**config.mk**
```make
export PLATFORM = sky130hd
export DESIGN_NAME = timer_arbiter
export DESIGN_NICKNAME = d
export VERILOG_FILES = /design/src/rtl/timer_pkg.sv /design/src/rtl/rr_arbiter.sv /design/src/rtl/timer_arbiter.sv
export SDC_FILE = /design/constraint.sdc
export NUM_CORES = 1
export LEC_CHECK = 0
export CAP_MARGIN = 20
export CORE_AREA = 2 2 86 88
export CTS_CLUSTER_SIZE = 12
export DETAILED_ROUTE_END_ITERATION = 8
export DIE_AREA = 0 0 88 90
export HOLD_SLACK_MARGIN = 0.08
export PLACE_DENSITY = 0.78
export SLEW_MARGIN = 10
export SYNTH_ARGS = -nofsm -noshare
export SYNTH_HDL_FRONTEND = slang
export SYNTH_SLANG_ARGS = --single-unit
```
**constraint.sdc**
```tcl
create_clock -name clk -period 9 [get_ports clk]
set_input_delay 2.25 -clock clk [delete_from_list [all_inputs] [get_ports clk]]
set_output_delay 2.25 -clock clk [all_outputs]
set_load 0.01 [all_outputs]
```
**src/rtl/timer_pkg.sv**
```systemverilog
// timer_pkg -- shared definitions for the timer arbiter slice.
//   state_e            : arbiter FSM states (encoding is fixed here)
//   DELAY_W            : width of one requester's delay field
//   DEF_N_REQ          : default number of requesters
//   DEF_SETTLE_CYC     : default cycles during which tmr_rdy is ignored after a load
//   TMR_OP_SCALE_BIT   : tmr_op bit carrying the range select
//                        (0 = delay in low 24 bits, 1 = delay in high 24 bits)
//   idx_width()        : index width for a vector of n entries (at least 1)
package timer_pkg;

  localparam int DELAY_W          = 24;
  localparam int DEF_N_REQ        = 4;
  localparam int DEF_SETTLE_CYC   = 3;
  localparam int TMR_OP_W         = 4;
  localparam int TMR_ADDR_W       = 8;
  localparam int TMR_DATA_W       = 16;
  localparam int TMR_OP_SCALE_BIT = 0;

  typedef enum logic [2:0] {
    ST_IDLE   = 3'd0,
    ST_LOAD   = 3'd1,
    ST_SETTLE = 3'd2,
    ST_RUN    = 3'd3,
    ST_DONE   = 3'd4
  } state_e;

  function automatic int idx_width(input int n);
    return (n > 1) ? $clog2(n) : 1;
  endfunction

endpackage

```
**src/rtl/rr_arbiter.sv**
```systemverilog
// rr_arbiter -- combinational round-robin picker.
//   req    : request vector
//   last_g : index of the previous winner; the search starts at last_g+1
//   gnt    : one-hot grant (all zero when no request)
//   idx    : index of the granted requester
//   valid  : at least one request present
module rr_arbiter
  import timer_pkg::*;
#(
  parameter int N_REQ = DEF_N_REQ,
  localparam int IDX_W = idx_width(N_REQ)
) (
  input  logic [N_REQ-1:0] req,
  input  logic [IDX_W-1:0] last_g,
  output logic [N_REQ-1:0] gnt,
  output logic [IDX_W-1:0] idx,
  output logic             valid
);

  // cand[k] is the requester examined at priority position k.
  logic [IDX_W-1:0] cand [N_REQ];

  for (genvar gi = 0; gi < N_REQ; gi++) begin : g_cand
    assign cand[gi] = IDX_W'((int'(last_g) + gi + 1) % N_REQ);
  end

  always_comb begin
    gnt   = '0;
    idx   = '0;
    valid = 1'b0;
    for (int k = 0; k < N_REQ; k++) begin
      if (!valid && req[cand[k]]) begin
        valid         = 1'b1;
        idx           = cand[k];
        gnt[cand[k]]  = 1'b1;
      end
    end
  end

endmodule

```
**src/rtl/timer_arbiter.sv**
```systemverilog
// timer_arbiter -- shares one 48-bit down-counter timer among N_REQ requesters.
//   clk, rst_n : clock; asynchronous active-low reset
//   req        : level request per requester (held until done or abandoned)
//   delay      : flat delays, slice i = delay[24*i +: 24]
//   scale      : per-requester range select (1 = delay placed in upper 24 bits)
//   gnt        : registered one-hot grant, high from LOAD through DONE
//   done       : one-cycle completion pulse to the granted requester
//   busy       : FSM not in IDLE
//   tmr_cs     : one-cycle timer load strobe (LOAD state)
//   tmr_op     : {3'b000, scale[g]}
//   tmr_addr   : delay[g][23:16]
//   tmr_data   : delay[g][15:0]
//   tmr_rdy    : timer terminal-count flag
// The timer itself lives at the parent level. SETTLE_CYC values below 1 are
// treated as 1 (SETTLE always lasts at least one cycle).
module timer_arbiter
  import timer_pkg::*;
#(
  parameter int N_REQ      = DEF_N_REQ,
  parameter int SETTLE_CYC = DEF_SETTLE_CYC
) (
  input  logic                     clk,
  input  logic                     rst_n,
  input  logic [N_REQ-1:0]         req,
  input  logic [N_REQ*DELAY_W-1:0] delay,
  input  logic [N_REQ-1:0]         scale,
  output logic [N_REQ-1:0]         gnt,
  output logic [N_REQ-1:0]         done,
  output logic                     busy,
  output logic                     tmr_cs,
  output logic [TMR_OP_W-1:0]      tmr_op,
  output logic [TMR_ADDR_W-1:0]    tmr_addr,
  output logic [TMR_DATA_W-1:0]    tmr_data,
  input  logic                     tmr_rdy
);

  localparam int IDX_W      = idx_width(N_REQ);
  localparam int SETTLE_EFF = (SETTLE_CYC < 1) ? 1 : SETTLE_CYC;
  localparam int CNT_W      = idx_width(SETTLE_EFF);
  localparam logic [CNT_W-1:0] CNT_LAST = CNT_W'(SETTLE_EFF - 1);

  state_e                 state_q, state_d;
  logic [N_REQ-1:0]       gnt_q, gnt_d;
  logic [IDX_W-1:0]       g_q, g_d;
  logic [IDX_W-1:0]       last_g_q, last_g_d;
  logic [CNT_W-1:0]       cnt_q, cnt_d;
  logic [TMR_OP_W-1:0]    op_q, op_d;
  logic [TMR_ADDR_W-1:0]  addr_q, addr_d;
  logic [TMR_DATA_W-1:0]  data_q, data_d;

  logic [DELAY_W-1:0]     delay_arr [N_REQ];
  logic [N_REQ-1:0]       arb_gnt;
  logic [IDX_W-1:0]       arb_idx;
  logic                   arb_valid;

  for (genvar gi = 0; gi < N_REQ; gi++) begin : g_delay
    assign delay_arr[gi] = delay[DELAY_W*gi +: DELAY_W];
  end

  rr_arbiter #(
    .N_REQ (N_REQ)
  ) u_rr_arbiter (
    .req    (req),
    .last_g (last_g_q),
    .gnt    (arb_gnt),
    .idx    (arb_idx),
    .valid  (arb_valid)
  );

  always_comb begin
    state_d  = state_q;
    gnt_d    = gnt_q;
    g_d      = g_q;
    last_g_d = last_g_q;
    cnt_d    = cnt_q;
    op_d     = op_q;
    addr_d   = addr_q;
    data_d   = data_q;

    unique case (state_q)
      ST_IDLE: begin
        if (arb_valid) begin
          state_d  = ST_LOAD;
          gnt_d    = arb_gnt;
          g_d      = arb_idx;
          last_g_d = arb_idx;
          // Timer command is captured with the grant so it stays stable
          // through the whole operation and until the next grant.
          op_d                   = '0;
          op_d[TMR_OP_SCALE_BIT] = scale[arb_idx];
          addr_d                 = delay_arr[arb_idx][DELAY_W-1:TMR_DATA_W];
          data_d                 = delay_arr[arb_idx][TMR_DATA_W-1:0];
        end
      end
      ST_LOAD: begin
        // req[g] is deliberately not looked at here.
        state_d = ST_SETTLE;
        cnt_d   = '0;
      end
      ST_SETTLE: begin
        if (!req[g_q]) begin
          state_d = ST_IDLE;
          gnt_d   = '0;
        end else if (cnt_q == CNT_LAST) begin
          state_d = ST_RUN;
        end else begin
          cnt_d = cnt_q + 1'b1;
        end
      end
      ST_RUN: begin
        // Abandon wins over a coincident rdy: no done for a dropped request.
        if (!req[g_q]) begin
          state_d = ST_IDLE;
          gnt_d   = '0;
        end else if (tmr_rdy) begin
          state_d = ST_DONE;
        end
      end
      ST_DONE: begin
        state_d = ST_IDLE;
        gnt_d   = '0;
      end
      default: begin
        state_d = ST_IDLE;
        gnt_d   = '0;
      end
    endcase
  end

  always_ff @(posedge clk or negedge rst_n) begin
    if (!rst_n) begin
      state_q  <= ST_IDLE;
      gnt_q    <= '0;
      g_q      <= '0;
      last_g_q <= IDX_W'(N_REQ - 1);
      cnt_q    <= '0;
      op_q     <= '0;
      addr_q   <= '0;
      data_q   <= '0;
    end else begin
      state_q  <= state_d;
      gnt_q    <= gnt_d;
      g_q      <= g_d;
      last_g_q <= last_g_d;
      cnt_q    <= cnt_d;
      op_q     <= op_d;
      addr_q   <= addr_d;
      data_q   <= data_d;
    end
  end

  // Outputs decode registered state only, so reset clears them immediately.
  assign gnt      = gnt_q;
  assign done     = (state_q == ST_DONE) ? gnt_q : '0;
  assign busy     = (state_q != ST_IDLE);
  assign tmr_cs   = (state_q == ST_LOAD);
  assign tmr_op   = op_q;
  assign tmr_addr = addr_q;
  assign tmr_data = data_q;

endmodule

```
# Word-level counts from Yosys, hierarchy flattened
# Index checks and enable logic that the tools add are counted.
# classes
n_mul	0
eq_ne	11
bitwise_logic	5
shift	0
n_div	0
magnitude_cmp	11
add_sub_neg	7
reduce_logical	18
muxes	48
# op_table
operator	n
$bmux 24 s2	1
$mux 24	2
$mux 4	7
$lt 2x3->1 const B	6
$mux 3	5
$mux 1	14
$bmux 1 s2	6
$mux 2	6
$or 4x4->4	3
$pmux 3 s4	1
$pmux 4 s3	1
$add 2x2->2 const B	5
$reduce_and 3->1	3
$demux 1 s2	4
$ge 2x1->1 const B	4
$ne 2x2->1 const B	4
$logic_and 1x1->1	7
$eq 3x2->1 const B	2
$ne 3x3->1 const B	2
$add 2x1->2 const B	2
$pmux 2 s2	1
$eq 3x1->1 const B	1
$eq 3x3->1 const B	1
$ge 3x3->1 const B	1
other kinds (9)	11
# word_totals
input_bits	107
mem_bits_rw	0
latchBits	0
n_memories	0
elab_cells	108
output_inout_bits	38
rom_bits	0
ff_bits	38

# Logic depth before layout (Yosys ltp)
# Gate-level depths: netlist (run 1).
# depth
word_depth	17
mapped_depth	12
ltp_nobuf	9

# Hierarchy
# Synthesis (run 1) repeated with hierarchy kept, for this count alone.
# unflattened
cells_unflattened	211
area_unflattened_um2	2812.7
# modules_own_cells
mod	seq_area_each_um2	cells_each	area_per_inst_um2	instances
timer_arbiter	953.4	148	2297.2	1
rr_arbiter	0.0	63	515.5	1

# Least setup slack after synthesis (run 1)
# OpenSTA, ideal clock, no wires.
# synth_path
kind	in2reg
startpoint	input port req[2]
endpoint	register data_q[15] (netlist: tmr_data[15])
t_arrival_ns	4.003
path_stages	8
setup_ns	0.127
path_buffers	1
t_required_ns	8.873
slack_ns	4.871
path_cell_list	mux2_2 -> mux2_4 -> o21bai_4 -> xnor2_4 -> buf_4 -> mux2_2 -> a22oi_1 -> o21ai_1
# synth_between
elab_chain_len	16
word_cells_on_any_way	27
classes_between	19 x mux; 1 x bitwise; 7 x reduce/logical
# synth_lines
element	line	text
start: declaration	timer_arbiter.sv:24	input logic [N_REQ-1:0] req,
$bmux 1 s2	rr_arbiter.sv:32	if (!valid && req[cand[k]]) begin
$mux 1 (implied by the code)	rr_arbiter.sv:32	
$mux 1	rr_arbiter.sv:32	
$logic_not 1->1	rr_arbiter.sv:32	
$logic_and 1x1->1	rr_arbiter.sv:32	
$mux 1	rr_arbiter.sv:32	
$logic_not 1->1	rr_arbiter.sv:32	
$logic_and 1x1->1	rr_arbiter.sv:32	
$mux 1	rr_arbiter.sv:32	
$logic_not 1->1	rr_arbiter.sv:32	
$logic_and 1x1->1	rr_arbiter.sv:32	
$mux 2	rr_arbiter.sv:32	
$not 2->3 (implied by the code)	timer_arbiter.sv:92	data_d = delay_arr[arb_idx][TMR_DATA_W-1:0];
$bmux 24 s2	timer_arbiter.sv:92	
$mux 24 (implied by the code) (2 in a row)	timer_arbiter.sv:92	
end signal: assignment	timer_arbiter.sv:148	data_q <= data_d;
end: declaration	timer_arbiter.sv:49	logic [TMR_DATA_W-1:0] data_q, data_d;
# Several ways; a longest one is shown, not always the timed one. The select of a mux whose other input is x is not followed.
# A chain may end at the register's enable or synchronous reset.

# Worst setup path after layout (run 1)
# layout_path
startpoint	input port req[2]
endpoint	register data_q[5] (netlist: tmr_data[5])
# Same word-level chain as after synthesis.

==> impl_metrics.env, run 1 <==
export IMPL_hp_start="gnt[3]"
export IMPL_cts_tree="done"
export IMPL_fin_util=0.605
export IMPL_fin_tns_setup_ns=0
export IMPL_dr_pass1_iters=4
export IMPL_die_h_um=90
export IMPL_leakagePower_nw=1.71
export IMPL_gp_congestion=0.831
export IMPL_drc_errors=0
export IMPL_die_w_um=88
export IMPL_dp_cells=504
export IMPL_async_reset_ff_frac=1.00
export IMPL_clock_latency_ns=0.28
export IMPL_required_ns=9.15
export IMPL_worst_pin_slew_ns=0.916
export IMPL_r2r_start="last_g_q[0]"
export IMPL_start_util=0.384
export IMPL_worstPathArrival_ns=5.41
export IMPL_port_buffers=141
export IMPL_coreArea_um2=7020
export IMPL_setup_slack_ns=3.74
export IMPL_power_total_mw=1.65
export IMPL_worstSetupStartpointType="input port"
export IMPL_hold_viol=0
export IMPL_crit_type="in -> reg"
export IMPL_ys_warn_count=0
export IMPL_clockBufferDepth=2
export IMPL_yosysUniqueCellTypes=50
export IMPL_cap_violations=0
export IMPL_ctsHtreeMaxLevel=2
export IMPL_ios=145
export IMPL_antenna_cells=0
export IMPL_ant_nets=0
export IMPL_wire_per_inst_um=15.4
export IMPL_cp_max_fo=28
export IMPL_fmax_mhz=190
export IMPL_final_layout_size_suffix_gt1_frac=0.128
export IMPL_hold_path_class="reg -> reg"
export IMPL_dp_hpwl_mm=6.17
export IMPL_cts_buffers_inserted=5
export IMPL_cts_hold_buf=0
export IMPL_routed_wirelength_mm=7.87
export IMPL_avgViaCountPerCell=5.25
export IMPL_first_iter_violations=142
export IMPL_finalSetupViolations=0
export IMPL_clock_root_buffer="clkbuf_8"
export IMPL_synth_avg_cell_area_um2=9.55
export IMPL_status="completed"
export IMPL_hold_ws_ns=0.509
export IMPL_finalCriticalPeriod_ns=5.26
export IMPL_ys_ff_latch=38
export IMPL_antenna_found_initial=0
export IMPL_syn_inst=282
export IMPL_yosys_most_used_dff="dfrtp_1"
export IMPL_place_area_um2=4110
export IMPL_path_clk_slew_ns=0.07
export IMPL_fp_row_count=31
export IMPL_fin_cells=512
export IMPL_track_usage=0.205
export IMPL_dieArea_um2=7920
export IMPL_finalInstanceArea_um2=4250
export IMPL_relSlewSlack=0.389
export IMPL_fin_nets=529
export IMPL_overflow=0
export IMPL_vias=2686
export IMPL_fin_skew_ns=0.00668
export IMPL_power_density_nw_per_um2=387
export IMPL_worstSetupEndpointType="flip-flop"
export IMPL_grt_pass1_wl_mm=12.8
export IMPL_synth_yosys_seq_area_share=0.354
export IMPL_rsz0062_at_grt="no"
export IMPL_areaGrowthSynthToFinish_pct=57.7
export IMPL_startpoint="req[2]"
export IMPL_dp_slack_ns=3.07
export IMPL_finalCritPeriodShare=0.585
export IMPL_clock_sinks=38
export IMPL_cts_resized_gates=0
export IMPL_post_cts_buffers=0
export IMPL_grt_pass1_vias=2631
export IMPL_irDropWorstVdd_uv=177
export IMPL_synth_area_um2=2690
export IMPL_grt_max_degree=39
export IMPL_synth_edf_count=0
export IMPL_drv_slew=0
[power breakdown]
group	internal (mW)	switching (mW)	leakage [nW]
registers	0.259	0.0713	0.456
logic	0.587	0.580	1.19
clock network	0.0887	0.0601	0.0573
total	0.934	0.711	1.71
[synth_stat cells, types with 2 or more instances]
master,number,share of area
o22ai_1,12,0.028
a21oi_1,8,0.015
nor2_1,14,0.020
inv_1,4,0.0056
mux2i_2,2,0.010
a31oi_1,12,0.028
dfstp_2,2,0.020
buf_2,6,0.011
buf_4,5,0.014
buf_6,3,0.013
and3_1,4,0.0093
clkbuf_1,6,0.0084
o21ai_0,11,0.020
nor3_1,5,0.0093
or2_2,2,0.0046
a221oi_1,3,0.0098
mux2_2,27,0.11
ha_1,9,0.042
dfrtp_1,36,0.33
nand2_1,36,0.050
mux2i_1,15,0.056
a22oi_1,17,0.047
o311a_1,2,0.0074
o21ai_1,13,0.024
nor2_2,3,0.0070
[metal layers]
metal  wire [µm]  global-route usage  share of wire
met5           0                   0              0
met4         144              0.0551          0.018
met3         585              0.0606          0.074
met2        4210               0.356           0.53
met1        2930               0.241           0.37
[cell families (layout without fill, tap and decap cells)]
| group | Yosys count | after routing | synth area share |
|---|---|---|---|
| AOI/OAI and AO/OA | 85 | 85 | 0.205 |
| xor gates and xnor gates | 2 | 2 | 0.0135 |
| adders and majority gates | 9 | 9 | 0.0418 |
| buffers and inverters | 25 | 154 | 0.0543 |
| DFF | 38 | 38 | 0.354 |
| muxes | 47 | 47 | 0.201 |
| other | 1 | 3 | 0.00139 |
| and+or+nand+nor | 75 | 75 | 0.129 |
[state kept, by name (all words and copies together), names as in the netlist]
| signal | count |
|---|---|
| state_q | 3 |
| tmr_addr | 8 |
| tmr_op | 1 |
| tmr_data | 16 |
| g_q | 2 |
| last_g_q | 2 |
| gnt | 4 |
| cnt_q | 2 |
[layout by cell type (no fill, tap or decap), drive strengths merged, types with 2 or more instances in the layout]
cell           synthesis  routed
o311a                  2       2
xnor2                  2       2
and3                   4       4
dfstp                  2       2
a221oi                 3       3
clkdlybuf4s50          0     140
inv                    4       4
nor2                  17      17
clkbuf                 7       6
a22oi                 17      17
mux2                  28      28
nor3                   5       5
o22ai                 12      12
a31oi                 12      12
ha                     9       9
o21ai                 24      24
mux2i                 18      18
or2                    3       3
conb                   1       3
buf                   14       3
a21oi                  9       9
dfrtp                 36      36
nand2                 37      37
[layout make-up]
class	instances	area, µm²
Clock buffer	6	82.6
Clock inverter	1	30.0
Fill cell	623	2770
Inverter	4	15.0
Multi-Input combinational cell	221	1600
Sequential cell	38	953
Tap cell	99	124
Timing Repair Buffer	143	1440
[critical path: stages]
cell	delay (ns)
clkdlybuf4s50_1	0.52
mux2_2	0.34
mux2_4	0.32
o21bai_4	0.21
xnor2_4	0.72
or2_1	0.51
buf_16	0.22
mux2i_1	0.20
o21ai_1	0.09
[path summary, 6_finish.rpt]
path | endpoint | slack, ns | cells past startpoint
min in group asynchronous | gnt[2] | 2.06 | 1
worst max register to register | tmr_data[5] | 5.02 | 10
max in group asynchronous | tmr_data[14] | 6.40 | 1
worst max-delay path | tmr_data[5] | 3.74 | 9
worst min register to register | gnt[3] | 0.51 | 2
worst min-delay path | gnt[3] | 0.51 | 2
Note: power is estimated with default switching activity, not from simulation.
==> run 2: changes to the inputs <==
--- a/config.mk
+++ b/config.mk
@@ -6,12 +6,12 @@
 export NUM_CORES = 1
 export LEC_CHECK = 0
 export CAP_MARGIN = 20
-export CORE_AREA = 2 2 86 88
+export CORE_AREA = 2 2 90 92
 export CTS_CLUSTER_SIZE = 12
 export DETAILED_ROUTE_END_ITERATION = 8
-export DIE_AREA = 0 0 88 90
+export DIE_AREA = 0 0 92 94
 export HOLD_SLACK_MARGIN = 0.08
-export PLACE_DENSITY = 0.78
+export PLACE_DENSITY = 0.74
 export SLEW_MARGIN = 10
 export SYNTH_ARGS = -nofsm -noshare
 export SYNTH_HDL_FRONTEND = slang
==> constraint.sdc (replaced) <==
create_clock -name clk -period 4.3 [get_ports clk]
set_input_delay 1.075 -clock clk [delete_from_list [all_inputs] [get_ports clk]]
set_output_delay 1.075 -clock clk [all_outputs]
set_load 0.01 [all_outputs]
==> run 2 against run 1 <==
  * Global-route usage shrank 2.0 points
  * Routed wire length up 3.4%
  * Utilization decreased by 3.9 points
  * Via count increased by 0.63%
  * Final area increased by 1.3%
  * Critical path depth is the same
  * First-iteration DRC count shrank 37%
  * Sequential cell count is the same
  * Highest routed layer unchanged
  * Worst hold slack better by 0.0061 ns
  * Count of clock-buffer cells in the layout is the same
  * Sequential power is 110% higher
==> impl_metrics.env, run 2 (synthesis results as in run 1) <==
export IMPL_first_iter_violations=89
export IMPL_ff_latch_area_um2=953
export IMPL_leakagePower_nw=1.73
export IMPL_finalCriticalPeriod_ns=3.53
export IMPL_cap_violations=0
export IMPL_status="completed"
export IMPL_irDropWorstVdd_uv=371
export IMPL_areaGrowthSynthToFinish_pct=59.8
export IMPL_mostFrequentLayoutCells="clkdlybuf4s50_1 (140), nand2_1 (36), dfrtp_1 (36)"
export IMPL_dieArea_um2=8650
export IMPL_cpPeakStageDelay_ns=0.61
export IMPL_ios=145
export IMPL_final_fill_count=686
export IMPL_die_w_um=92
export IMPL_cts_resized_gates=0
export IMPL_worst_pin_slew_ns=0.867
export IMPL_final_layout_size_suffix_gt1_frac=0.137
export IMPL_required_ns=4.51
export IMPL_crit_slowest_cell="clkdlybuf4s50_1"
export IMPL_track_usage=0.185
export IMPL_hold_viol=0
export IMPL_hold_path_class="reg -> reg"
export IMPL_path_clk_slew_ns=0.08
export IMPL_dp_hpwl_mm=6.31
export IMPL_overflow=0
export IMPL_grt_pass1_wl_mm=12.7
export IMPL_gp_congestion=0.819
export IMPL_grt_pass1_vias=2671
export IMPL_rsz0062_at_grt="no"
export IMPL_vias=2703
export IMPL_clockBufferDepth=2
export IMPL_antenna_cells=0
export IMPL_grt_max_degree=39
export IMPL_worstPathArrival_ns=3.74
export IMPL_fp_row_count=32
export IMPL_finalCritPeriodShare=0.820
export IMPL_power_density_nw_per_um2=830
export IMPL_fin_nets=532
export IMPL_cts_tree="done"
export IMPL_drc_errors=0
export IMPL_dr_pass1_iters=4
export IMPL_worstSetupEndpointType="flip-flop"
export IMPL_clock_latency_ns=0.29
export IMPL_cp_max_fo=21
export IMPL_fin_tns_setup_ns=0
export IMPL_antenna_found_initial=0
export IMPL_avgViaCountPerCell=5.21
export IMPL_multi_input_area_um2=1600
export IMPL_relSlewSlack=0.422
export IMPL_ctsHtreeMaxLevel=2
export IMPL_crit_type="in -> reg"
export IMPL_fin_util=0.566
export IMPL_coreArea_um2=7610
export IMPL_port_buffers=141
export IMPL_worstSetupStartpointType="input port"
export IMPL_clock_root_buffer="clkbuf_8"
export IMPL_cts_buffers_inserted=5
export IMPL_largest_reg_flops=16
export IMPL_die_h_um=94
export IMPL_finalSetupViolations=0
export IMPL_drv_slew=0
export IMPL_wire_per_inst_um=15.7
export IMPL_fmax_mhz=283
export IMPL_start_util=0.354
export IMPL_ant_nets=0
export IMPL_post_cts_buffers=0
export IMPL_worstPathCellList="clkdlybuf4s50_1 -> mux2i_2 -> o21ai_0 -> a21oi_2 -> buf_4 -> or2_2 -> nor2_2 -> a22oi_1 -> o21ai_1"
export IMPL_final_common_cell="clkdlybuf4s50_1"
export IMPL_clock_sinks=38
export IMPL_fin_skew_ns=0.00549
export IMPL_routed_wirelength_mm=8.14
export IMPL_cts_hold_buf=0
## run 2: worst max-delay path, delay by kind of cell
kind                   cells  cell delay, ns
buffers and inverters      2            0.77
muxes                      1            0.20
and+or+nand+nor            2            1.07
AOI/OAI and AO/OA          4            0.61
## run 2: layout make-up
class / instances / share of cell area
multi-input combinational: 221 / 0.372
timing repair buffer: 146 / 0.340
sequential: 38 / 0.222
tap: 102 / 0.0297
clock buffer: 6 / 0.0192
clock inverter: 2 / 0.0140
inverter: 4 / 0.00349
## run 2: path summary, 6_finish.rpt
kind	startpoint	endpoint	slack (ns)	depth (start not counted)
min reg2reg	gnt[3]	gnt[3]	0.52	2
max in group asynchronous	rst_n	tmr_data[4]	2.86	1
max reg2reg	last_g_q[0]	tmr_data[4]	0.87	10
max	req[2]	tmr_data[4]	0.77	9
min	gnt[3]	gnt[3]	0.52	2
min in group asynchronous	rst_n	state_q[1]	0.90	1
## run 2: metal layers
layer	GRT usage	up-vias	part of all wire
met5	0	-	0
met3	0.0474	16	0.069
met2	0.333	114	0.52
met1	0.208	1266	0.38
li1	-	1307	-
met4	0.0746	0	0.023
## run 2: power by group
group / switching (mW) / leakage (nW) / internal (mW)
Combinational: 1.24 / 1.21 / 1.25
Clock: 0.135 / 0.0714 / 0.248
Sequential: 0.156 / 0.456 / 0.541
## run 2: metrics by stage
step                      power, mW  cells  area [µm²]  setup slack [ns]  hold slack, ns
final                          3.57    519        4300             0.773           0.516
after global routing           3.82    519        4300             0.562           0.561
after CTS                      3.60    519        4300             0.788           0.522
after detailed placement       3.21    511        4160             0.481           0.504
after global placement         3.09    510        4130             0.300           0.498
after floorplan                2.48    284        2700              1.28           0.458
